==> src/rtl/imm_encode.sv <==
// imm_encode: scatters a RISC-V immediate into instruction bits [31:7] behind one registered valid/ready stage.
// Optional representability checking is enabled by defining IMM_RANGE_CHECK_EN.
module imm_encode (
    input  logic        clk,
    input  logic        rst_n,
    input  logic        in_valid,
    output logic        in_ready,
    input  logic [31:0] imm,
    input  logic [2:0]  sel,
    input  logic [24:0] other,
    output logic        out_valid,
    input  logic        out_ready,
    output logic [24:0] enc,
    output logic        err,
    output logic [7:0]  err_cnt
);
    logic [24:0] enc_d;
    logic        sel_err;
    logic        range_err;
    logic        accept;

    always_comb begin
        enc_d   = other;
        sel_err = 1'b0;
        case (sel)
            3'd0, 3'd1: enc_d = {imm[11:0], other[12:0]};
            3'd2:       enc_d = {imm[11:5], other[17:5], imm[4:0]};
            3'd3:       enc_d = {imm[12], imm[10:5], other[17:5], imm[4:1], imm[11]};
            3'd4:       enc_d = {imm[31:12], other[4:0]};
            3'd5:       enc_d = {imm[20], imm[10:1], imm[11], imm[19:12], other[4:0]};
            default:    sel_err = 1'b1;
        endcase
    end

`ifdef IMM_RANGE_CHECK_EN
    // Upper bits must be a clean sign (or zero) extension; branch/jump offsets must be even.
    always_comb begin
        range_err = 1'b0;
        case (sel)
            3'd0, 3'd2: range_err = !(&imm[31:11] || ~|imm[31:11]);
            3'd1:       range_err = |imm[31:12];
            3'd3:       range_err = !(&imm[31:12] || ~|imm[31:12]) || imm[0];
            3'd4:       range_err = |imm[11:0];
            3'd5:       range_err = !(&imm[31:20] || ~|imm[31:20]) || imm[0];
            default:    range_err = 1'b0;
        endcase
    end
`else
    assign range_err = 1'b0;
`endif

    assign in_ready = !out_valid || out_ready;
    assign accept   = in_valid && in_ready;

    always_ff @(posedge clk or negedge rst_n) begin
        if (!rst_n) begin
            out_valid <= 1'b0;
            enc       <= '0;
            err       <= 1'b0;
            err_cnt   <= '0;
        end else begin
            if (accept) begin
                out_valid <= 1'b1;
                enc       <= enc_d;
                err       <= sel_err || range_err;
            end else if (out_ready) begin
                out_valid <= 1'b0;
            end
            if (out_valid && out_ready && err && err_cnt != 8'hFF)
                err_cnt <= err_cnt + 8'd1;
        end
    end
endmodule

==> config.mk <==
export PLATFORM = sky130hd
export DESIGN_NAME = imm_encode
export DESIGN_NICKNAME = d
export VERILOG_FILES = /design/src/rtl/imm_encode.sv
export SDC_FILE = /design/constraint.sdc
export NUM_CORES = 1
export LEC_CHECK = 0
export ABC_AREA = 1
export BUFFER_PORTS_ARGS = -buffer_cell sky130_fd_sc_hd__buf_2
export CAP_MARGIN = 5
export CORE_UTILIZATION = 30
export CTS_CLUSTER_DIAMETER = 200
export DETAILED_ROUTE_END_ITERATION = 16
export PLACE_DENSITY = 0.67
export SYNTH_ARGS = -nofsm -noshare
export SYNTH_HDL_FRONTEND = slang
export SYNTH_SLANG_ARGS = --single-unit
==> constraint.sdc <==
create_clock -name clk -period 4.1 [get_ports clk]
set_input_delay 0.615 -clock clk [delete_from_list [all_inputs] [get_ports clk]]
set_output_delay 0.615 -clock clk [all_outputs]
set_load 0.02 [all_outputs]
# ---- Yosys cells after proc, flatten, opt, wreduce, memory -nomap -nowiden
# Cells that the tools add are included.
dict set report totals {
  regBits 35
  in_bits 64
  output_inout_bits 36
}
dict set report classes {
  n_addsub 1
  n_eq_ne 6
  muxes 4
  n_reduce_logical 10
}
# cell count
set ops {}
lappend ops {{$pmux W25 S5} 1}
lappend ops {{$add A8 B1 Y8 const B} 1}
lappend ops {{$ne A8 B8 Y1 const B} 1}
lappend ops {{$eq A3 B2 Y1 const B} 2}
lappend ops {{$eq A3 B3 Y1 const B} 2}
lappend ops {{$reduce_or A6 Y1} 1}
lappend ops {{$logic_and A1 B1 Y1} 4}
lappend ops {{$eq A3 B1 Y1 const B} 1}
lappend ops {{$logic_not A3 Y1} 1}
lappend ops {{$mux W1} 3}
lappend ops {{$reduce_bool A2 Y1} 1}
lappend ops {{$reduce_or A2 Y1} 1}
lappend ops {{$logic_not A1 Y1} 1}
lappend ops {{$logic_or A1 B1 Y1} 1}

# ---- Longest topological paths before layout
# Gate-level depths: netlist (run 1).
dict set report logic_depth {
  depth_word 4
  mapped_depth 8
}

# ---- Worst setup path after synthesis (run 1)
# OpenSTA, ideal clock, no wires.
dict set report synth_timing {
  path_type {input -> register}
  startpoint {input port out_ready}
  endpoint {register enc[24]}
  setup_time_ns 0.121
  arrival_ns 1.385
  t_required_ns 3.979
  setup_slack_ns 2.594
  stages 7
  n_path_buf 1
  cell_sequence {inv_1 > nand2_1 > nand2_1 > buf_2 > nor2_1 > a22oi_1 > nand2_1}
}
dict set report synth_between {
  elab_chain_cells 2
}
# item line_no
set synth_lines {}
lappend synth_lines {{from (decl)} 12} ;# input logic out_ready,
lappend synth_lines {{$logic_or A1 B1 Y1} 52} ;# assign in_ready = !out_valid || out_ready;
lappend synth_lines {{named net in_ready} 7} ;# output logic in_ready,
lappend synth_lines {{$logic_and A1 B1 Y1} 53} ;# assign accept = in_valid && in_ready;
lappend synth_lines {{to (signal assigned)} 64} ;# enc <= enc_d;
lappend synth_lines {{to (decl)} 13} ;# output logic [24:0] enc,
# The timed path passes the listed nets, and every way through them passes these cells.
# A chain may end at the register's enable or synchronous reset.

# ---- Final worst setup path (run 1)
dict set report layout_timing {
  startpoint {input port out_ready}
  endpoint {register enc[4]}
}
dict set report layout_between {
  elab_chain_cells 2
}
# item line_no
set layout_lines {}
lappend layout_lines {{$logic_or A1 B1 Y1} 52}
lappend layout_lines {{$logic_and A1 B1 Y1} 53}
# No other way between the ends.

==> results of run 1 <==
-- state kept, by name, summed over array words and instances (netlist names) --
name / count
err: 1
err_cnt: 8
out_valid: 1
enc: 25
-- cell type report --
type	count	area, sq um	area share [%]
inverter	20	75.07	2.982
clock inverter	1	5.005	0.1988
timing repair buffer	100	503.0	19.98
tap	75	93.84	3.728
multi-input combinational	198	888.4	35.29
sequential	35	875.8	34.79
clock buffer	7	76.32	3.032
-- critical path, stage by stage --
cell and delay [ns]:
buf_2 0.09, inv_1 0.03, nand2_1 0.08, nand2_1 0.06
buf_4 0.22, inv_1 0.58, o21ai_0 0.18, o21ai_0 0.21
-- cell usage in the layout, fill, tap and decap left out --
cell / netlist / layout
a21oi_1: 18 / 18
clkbuf_1: 1 / 2
a21o_1: 1 / 1
nor3_1: 1 / 1
ha_1: 1 / 1
nand4_1: 6 / 6
inv_2: 2 / 2
clkinv_2: 0 / 1
nand3_1: 20 / 20
nand2_2: 1 / 1
clkbuf_8: 0 / 5
buf_4: 1 / 1
xnor2_1: 1 / 1
o21ai_1: 1 / 1
nand3b_1: 2 / 2
dfrtp_1: 35 / 35
a21oi_2: 1 / 1
inv_1: 18 / 18
nor2_1: 24 / 24
buf_2: 6 / 99
nor2_2: 2 / 2
and2_1: 1 / 1
xor2_1: 1 / 1
o21ai_0: 16 / 16
nand2_1: 97 / 97
a22oi_1: 4 / 4
-- per-layer routing --
layer	track usage [%]	wire length (um)	vias to the layer above
met1	21.19	2394	959
met3	5.169	378	12
met4	6.250	119	0
met5	0	0	-
met2	28.82	2487	72
li1	-	-	1042
-- report_power, final --
part / switching, mW / leakage [nW] / internal (mW)
clock network: 0.125 / 0.0422 / 0.119
registers: 0.0442 / 0.429 / 0.401
logic: 0.189 / 0.907 / 0.110
-- kinds of logic after synthesis --
kind of cell	Yosys count	synth area share (%)
flops	35	46.57
compound gates	41	11.78
buf+inv	28	6.188
fa+ha+maj	1	0.6652
xor+xnor	2	0.9316
simple gates	154	33.87
-- per-stage QoR --
step	hold WS [ns]	std cells	worst slack, ns
CTS	0.4458	436	2.240
global route	0.4787	436	2.018
detailed placement	0.4685	428	1.940
global placement	0.4623	428	2.004
floorplan	0.3194	261	2.594
finish	0.4133	436	2.229
-- worst min path at each step --
stage                                  start                      to  slack [ns]  depth (start not counted)
after floorplan                        rst_n      enc[0]$_DFFE_PN0P_        0.32                          0
after global placement    enc[1]$_DFFE_PN0P_      enc[1]$_DFFE_PN0P_        0.46                          2
after detailed placement  enc[1]$_DFFE_PN0P_      enc[1]$_DFFE_PN0P_        0.47                          2
after CTS                              rst_n  err_cnt[4]$_DFFE_PN0P_        0.45                          1
after global routing                   rst_n  err_cnt[4]$_DFFE_PN0P_        0.48                          1
final                                  rst_n  err_cnt[4]$_DFFE_PN0P_        0.41                          1
-- Yosys cell counts --
cell / count / area, sq um
ha_1: 1 / 12.51
buf_4: 1 / 7.510
nand4_1: 6 / 37.54
a21oi_1: 18 / 90.09
buf_2: 6 / 30.03
a21oi_2: 1 / 8.760
nor3_1: 1 / 5.000
a22oi_1: 4 / 30.03
nor2_2: 2 / 12.51
inv_2: 2 / 7.510
nand3_1: 20 / 100.1
dfrtp_1: 35 / 875.8
inv_1: 18 / 67.56
xnor2_1: 1 / 8.760
and2_1: 1 / 6.260
xor2_1: 1 / 8.760
nand2_2: 1 / 6.260
clkbuf_1: 1 / 3.750
nor2_1: 24 / 90.09
a21o_1: 1 / 7.510
nand3b_1: 2 / 15.01
o21ai_0: 16 / 80.08
o21ai_1: 1 / 5.000
nand2_1: 97 / 364.1
==> flow_metrics.py, run 1 <==
metrics = {
    "cells_and_area": {
        "final_core_util_pct": 42.02,
        "fin_area_sq_mm": 0.002517,
        "fill_cells": 662,
        "n_antenna_cell": 0,
        "final_layout_size_suffix_gt1_share_pct": 31.02,
        "final_nets": 425,
        "areaGrowthSynthToFinish_pct": 33.87,
    },
    "clock_network": {
        "ctsResizeCount": 0,
        "path_clk_slew_ns": 0.08,
        "cts_setup_buffers": 0,
        "cts_tree": "built",
        "h-tree-depth": 2,
        "clk_latency_ns": 0.29,
        "cts-buffers-inserted": 5,
        "numClockSinks": 35,
        "clock_path_buffers": 2,
        "ctsHoldBuffers": 0,
        "cts-root-buf": "clkbuf_8",
    },
    "global_routing": {
        "grt_overflow_total": 0,
        "track_usage_pct": 17.36,
        "grt_first_pass_wirelength_um": 8756,
        "first_global_vias": 1959,
        "antenna_found_initial": 0,
        "grt_max_degree": 36,
    },
    "detailed_routing": {
        "dr.pass1.iters": 4,
        "drc": 0,
        "antenna_left": 0,
        "drt-wirelength-per-cell_um": 12.34,
        "wl_um": 5379,
        "vias_per_cell": 4.782,
        "vias": 2085,
        "first_iter_violations": 156,
    },
    "critical_path": {
        "cp.arrival_ns": 2.07,
        "rrSetupSlack_ns": 2.27,
        "r2r_cells": 6,
        "critPathLaunchType": "input port",
        "crit_required_ns": 4.30,
        "r2r_end": "enc[4]$_DFFE_PN0P_",
        "crit_path_end_kind": "flip-flop",
        "crit_type": "in -> reg",
        "crit_end": "enc[4]$_DFFE_PN0P_",
        "worstSetupStartpoint": "out_ready",
        "reg2reg_from": "out_valid$_DFFE_PN0P_",
        "crit_fanout": 30,
    },
    "place": {
        "dpl_cell_area_sq_mm": 0.002436,
        "dpl.hpwl_um": 4080,
        "port-buffer-count": 99,
        "gp_congestion": 0.8401,
    },
    "sta": {
        "drv_slew": 0,
        "max_freq_mhz": 534.6,
        "tightest_slew_ns": 0.8072,
        "fin_skew_ns": 0.007915,
        "fin_setup_tns_ns": 0,
        "rsz0062_at_grt": "no",
        "post-route-period-util_pct": 45.63,
        "max-slew-margin-rel_pct": 46.19,
        "hold_viol": 0,
        "fin_crit_ns": 1.871,
        "finalSetupViolCount": 0,
    },
    "run": {
        "cap_viol_max_count": 0,
    },
    "logic_synthesis": {
        "syn_inst": 261,
        "synth_area_per_cell_sq_um": 7.205,
        "yosysSeqAreaShare_pct": 46.57,
        "synth_fp_nets": 326,
        "ys_warn_count": 0,
        "ys_seq_elements": 35,
        "syn-cell-area_sq_mm": 0.001881,
        "synth_cell_types": 24,
    },
    "hold_path": {
        "hold_class": "in -> async",
    },
    "floorplan": {
        "start_util_pct": 31.39,
        "die_height_um": 81.18,
        "num_rows": 28,
        "core_sq_mm": 0.005991,
        "io_pins": 100,
        "die-area_sq_mm": 0.006589,
        "die_x_um": 81.18,
    },
    "power_and_ir_drop": {
        "power_mw": 0.9889,
        "max-vdd-ir-drop_mv": 0.2271,
        "power.density_mw_per_mm2": 392.8,
        "leakage_nw": 1.378,
    },
    "run_status": {
        "status": "complete, no violations",
    },
}
Note: power is estimated with default switching activity, not from simulation.
==> run 2: changes to the inputs <==
- clock period: 4.1 -> 1.8 ns (I/O delays scaled with it)
==> run 2 against run 1 <==
Compared with the run above:
- via count shrank 1.1%
- hold slack lost 0.34 ns
- total power grew 130%
- die area is the same
- sequential cell count is the same
- non-clock buffer count grew 3
- design area grew 0.89%
- register-to-register slack lost 2.0 ns
- largest power group unchanged
- highest routed layer unchanged
==> flow_metrics.py, run 2 (synthesis gave the netlist of run 1 again) <==
metrics = {
    "run_status": {
        "status": "complete, no violations",
    },
    "clock_network": {
        "ctsHoldBuffers": 0,
        "path_clk_slew_ns": 0.07,
        "ctsResizeCount": 0,
        "numClockSinks": 35,
        "cts-root-buf": "clkbuf_8",
        "clk_latency_ns": 0.28,
        "cts-buffers-inserted": 5,
        "cts_tree": "built",
        "clock_path_buffers": 2,
        "cts_setup_buffers": 0,
        "h-tree-depth": 2,
    },
    "sta": {
        "finalWorstSetupSlack_ns": 0.2934,
        "max_freq_mhz": 663.8,
        "fin_crit_ns": 1.507,
        "hold_viol": 0,
        "fin_setup_tns_ns": 0,
        "post-route-period-util_pct": 83.70,
        "finalSetupViolCount": 0,
        "drv_slew": 0,
        "rsz0062_at_grt": "no",
        "tightest_slew_ns": 0.8020,
        "fin_skew_ns": 0.003085,
        "max-slew-margin-rel_pct": 46.53,
    },
    "power_and_ir_drop": {
        "pwr-share-clk_pct": 24.3,
        "seq_power_share_pct": 45.0,
        "max-vdd-ir-drop_mv": 0.4601,
        "switching_share_pct": 35.97,
        "leakage_nw": 1.393,
        "power.density_mw_per_mm2": 886.7,
        "power.share.combinational_pct": 30.7,
        "internal_power_mw": 1.442,
        "power_switching_mw": 0.8102,
    },
    "cells_and_area": {
        "reg.largest.list": "enc x25, err_cnt x8",
        "largest-register": "enc",
        "areaGrowthSynthToFinish_pct": 35.06,
        "final_layout_size_suffix_gt1_share_pct": 31.59,
        "mostFrequentLayoutCells": "buf_2 (99), nand2_1 (97), dfrtp_1 (35)",
        "final_nets": 428,
        "fin_area_sq_mm": 0.002540,
        "final_common_cell": "buf_2",
        "largest_reg_flops": 25,
        "n_antenna_cell": 0,
    },
    "critical_path": {
        "r2r_cells": 7,
        "rrSetupSlack_ns": 0.29,
        "slowest_delay_ns": 0.45,
        "worstSetupStartpoint": "err_cnt[0]$_DFFE_PN0P_",
        "critPathLaunchType": "flip-flop",
        "crit_type": "reg -> reg",
        "crit_chain": "ha_1 -> inv_1 -> nor2_1 -> a21oi_2 -> nand2_1 -> nand2_1 -> nand2_1",
        "crit_fanout": 9,
        "crit_required_ns": 1.98,
        "cpMostUsedCell": "nand2_1",
        "crit_path_end_kind": "flip-flop",
        "r2r_end": "err_cnt[3]$_DFFE_PN0P_",
        "cpMaxStageDelayCell": "dfrtp_1",
        "crit_family": "flip-flops",
        "cp.arrival_ns": 1.68,
        "reg2reg_from": "err_cnt[0]$_DFFE_PN0P_",
        "cp_num_buf_inv": 1,
    },
    "global_routing": {
        "grt_first_pass_wirelength_um": 9114,
        "first_global_vias": 2003,
        "track_usage_pct": 18.02,
        "grt_overflow_total": 0,
        "antenna_found_initial": 0,
        "grt_max_degree": 36,
    },
    "run": {
        "cap_viol_max_count": 0,
    },
    "hold_path": {
        "hold_class": "in -> async",
    },
    "place": {
        "gp_congestion": 0.8425,
        "port-buffer-count": 99,
        "dpl.hpwl_um": 4170,
        "dpl_cell_area_sq_mm": 0.002459,
        "dp_slack_ns": 0.2949,
    },
    "detailed_routing": {
        "dr.pass1.iters": 4,
        "vias_per_cell": 4.699,
        "antenna_left": 0,
        "first_iter_violations": 101,
        "drt-wirelength-per-cell_um": 12.26,
        "vias": 2063,
        "wl_um": 5381,
        "drc": 0,
    },
    "floorplan": {
        "io_pins": 100,
        "die_x_um": 81.18,
        "die-area_sq_mm": 0.006589,
        "num_rows": 28,
        "die_height_um": 81.18,
        "start_util_pct": 31.39,
        "core_sq_mm": 0.005991,
    },
}
[run 2: cell types whose count changed in the layout (fill, tap and decap cells not counted), sizes merged]
cell and delta:
buf +3
[run 2: worst max path at each step]
stage,slack [ns],endpoint,cells after the start
6_report,0.29,err_cnt[3]$_DFFE_PN0P_,7
2_1_floorplan,0.35,err_cnt[3]$_DFFE_PN0P_,7
3_3_place_gp,0.32,enc[17]$_DFFE_PN0P_,8
3_5_place_dp,0.29,err_cnt[3]$_DFFE_PN0P_,7
4_1_cts,0.28,err_cnt[3]$_DFFE_PN0P_,7
5_1_grt,0.10,err_cnt[3]$_DFFE_PN0P_,7
[run 2: layout make-up]
type	count	area, sq um
clock buffers	7	76.32
clock inverters	1	5.005
fillers	638	3451
inverters	20	75.07
multi-input cells	198	888.4
flip-flops and latches	35	875.8
well taps	75	93.84
repair buffers	103	525.5
[run 2: per-stage QoR]
step	utilization (%)	hold slack (ns)	total power [mW]	instances
6_report	42.40	0.07443	2.252	439
3_3_place_gp	41.04	0.4071	1.712	431
3_5_place_dp	41.04	0.4163	1.726	431
2_1_floorplan	-	-0.02559	1.426	261
4_1_cts	42.40	0.09838	2.290	439
5_1_grt	42.40	0.1272	2.416	439
[run 2: worst register-to-register path, cell delays in order (launching register included)]
cell     delay, ns
dfrtp_1       0.45
ha_1          0.25
inv_1         0.08
nor2_1        0.07
a21oi_2       0.35
nand2_1       0.09
nand2_1       0.07
nand2_1       0.05
[run 2: per-layer routing]
| layer | part of all wire, % | GRT usage (%) | wire, um | up-vias |
|---|---|---|---|---|
| met4 | 0.63 | 4.286 | 34 | 0 |
| li1 | - | - | - | 1049 |
| met2 | 47 | 30.50 | 2539 | 75 |
| met1 | 45 | 22.71 | 2430 | 935 |
| met5 | 0 | 0 | 0 | - |
| met3 | 7.0 | 4.831 | 377 | 4 |
[run 2: power by group through the flow]
| stage | Sequential, mW | Clock (mW) | Combinational (mW) |
|---|---|---|---|
| floorplan | 1.18 | 0 | 0.248 |
| global placement | 1.02 | 0 | 0.692 |
| detailed placement | 1.02 | 0 | 0.702 |
| CTS | 1.01 | 0.576 | 0.702 |
| global route | 1.03 | 0.611 | 0.771 |
| finish | 1.01 | 0.547 | 0.692 |
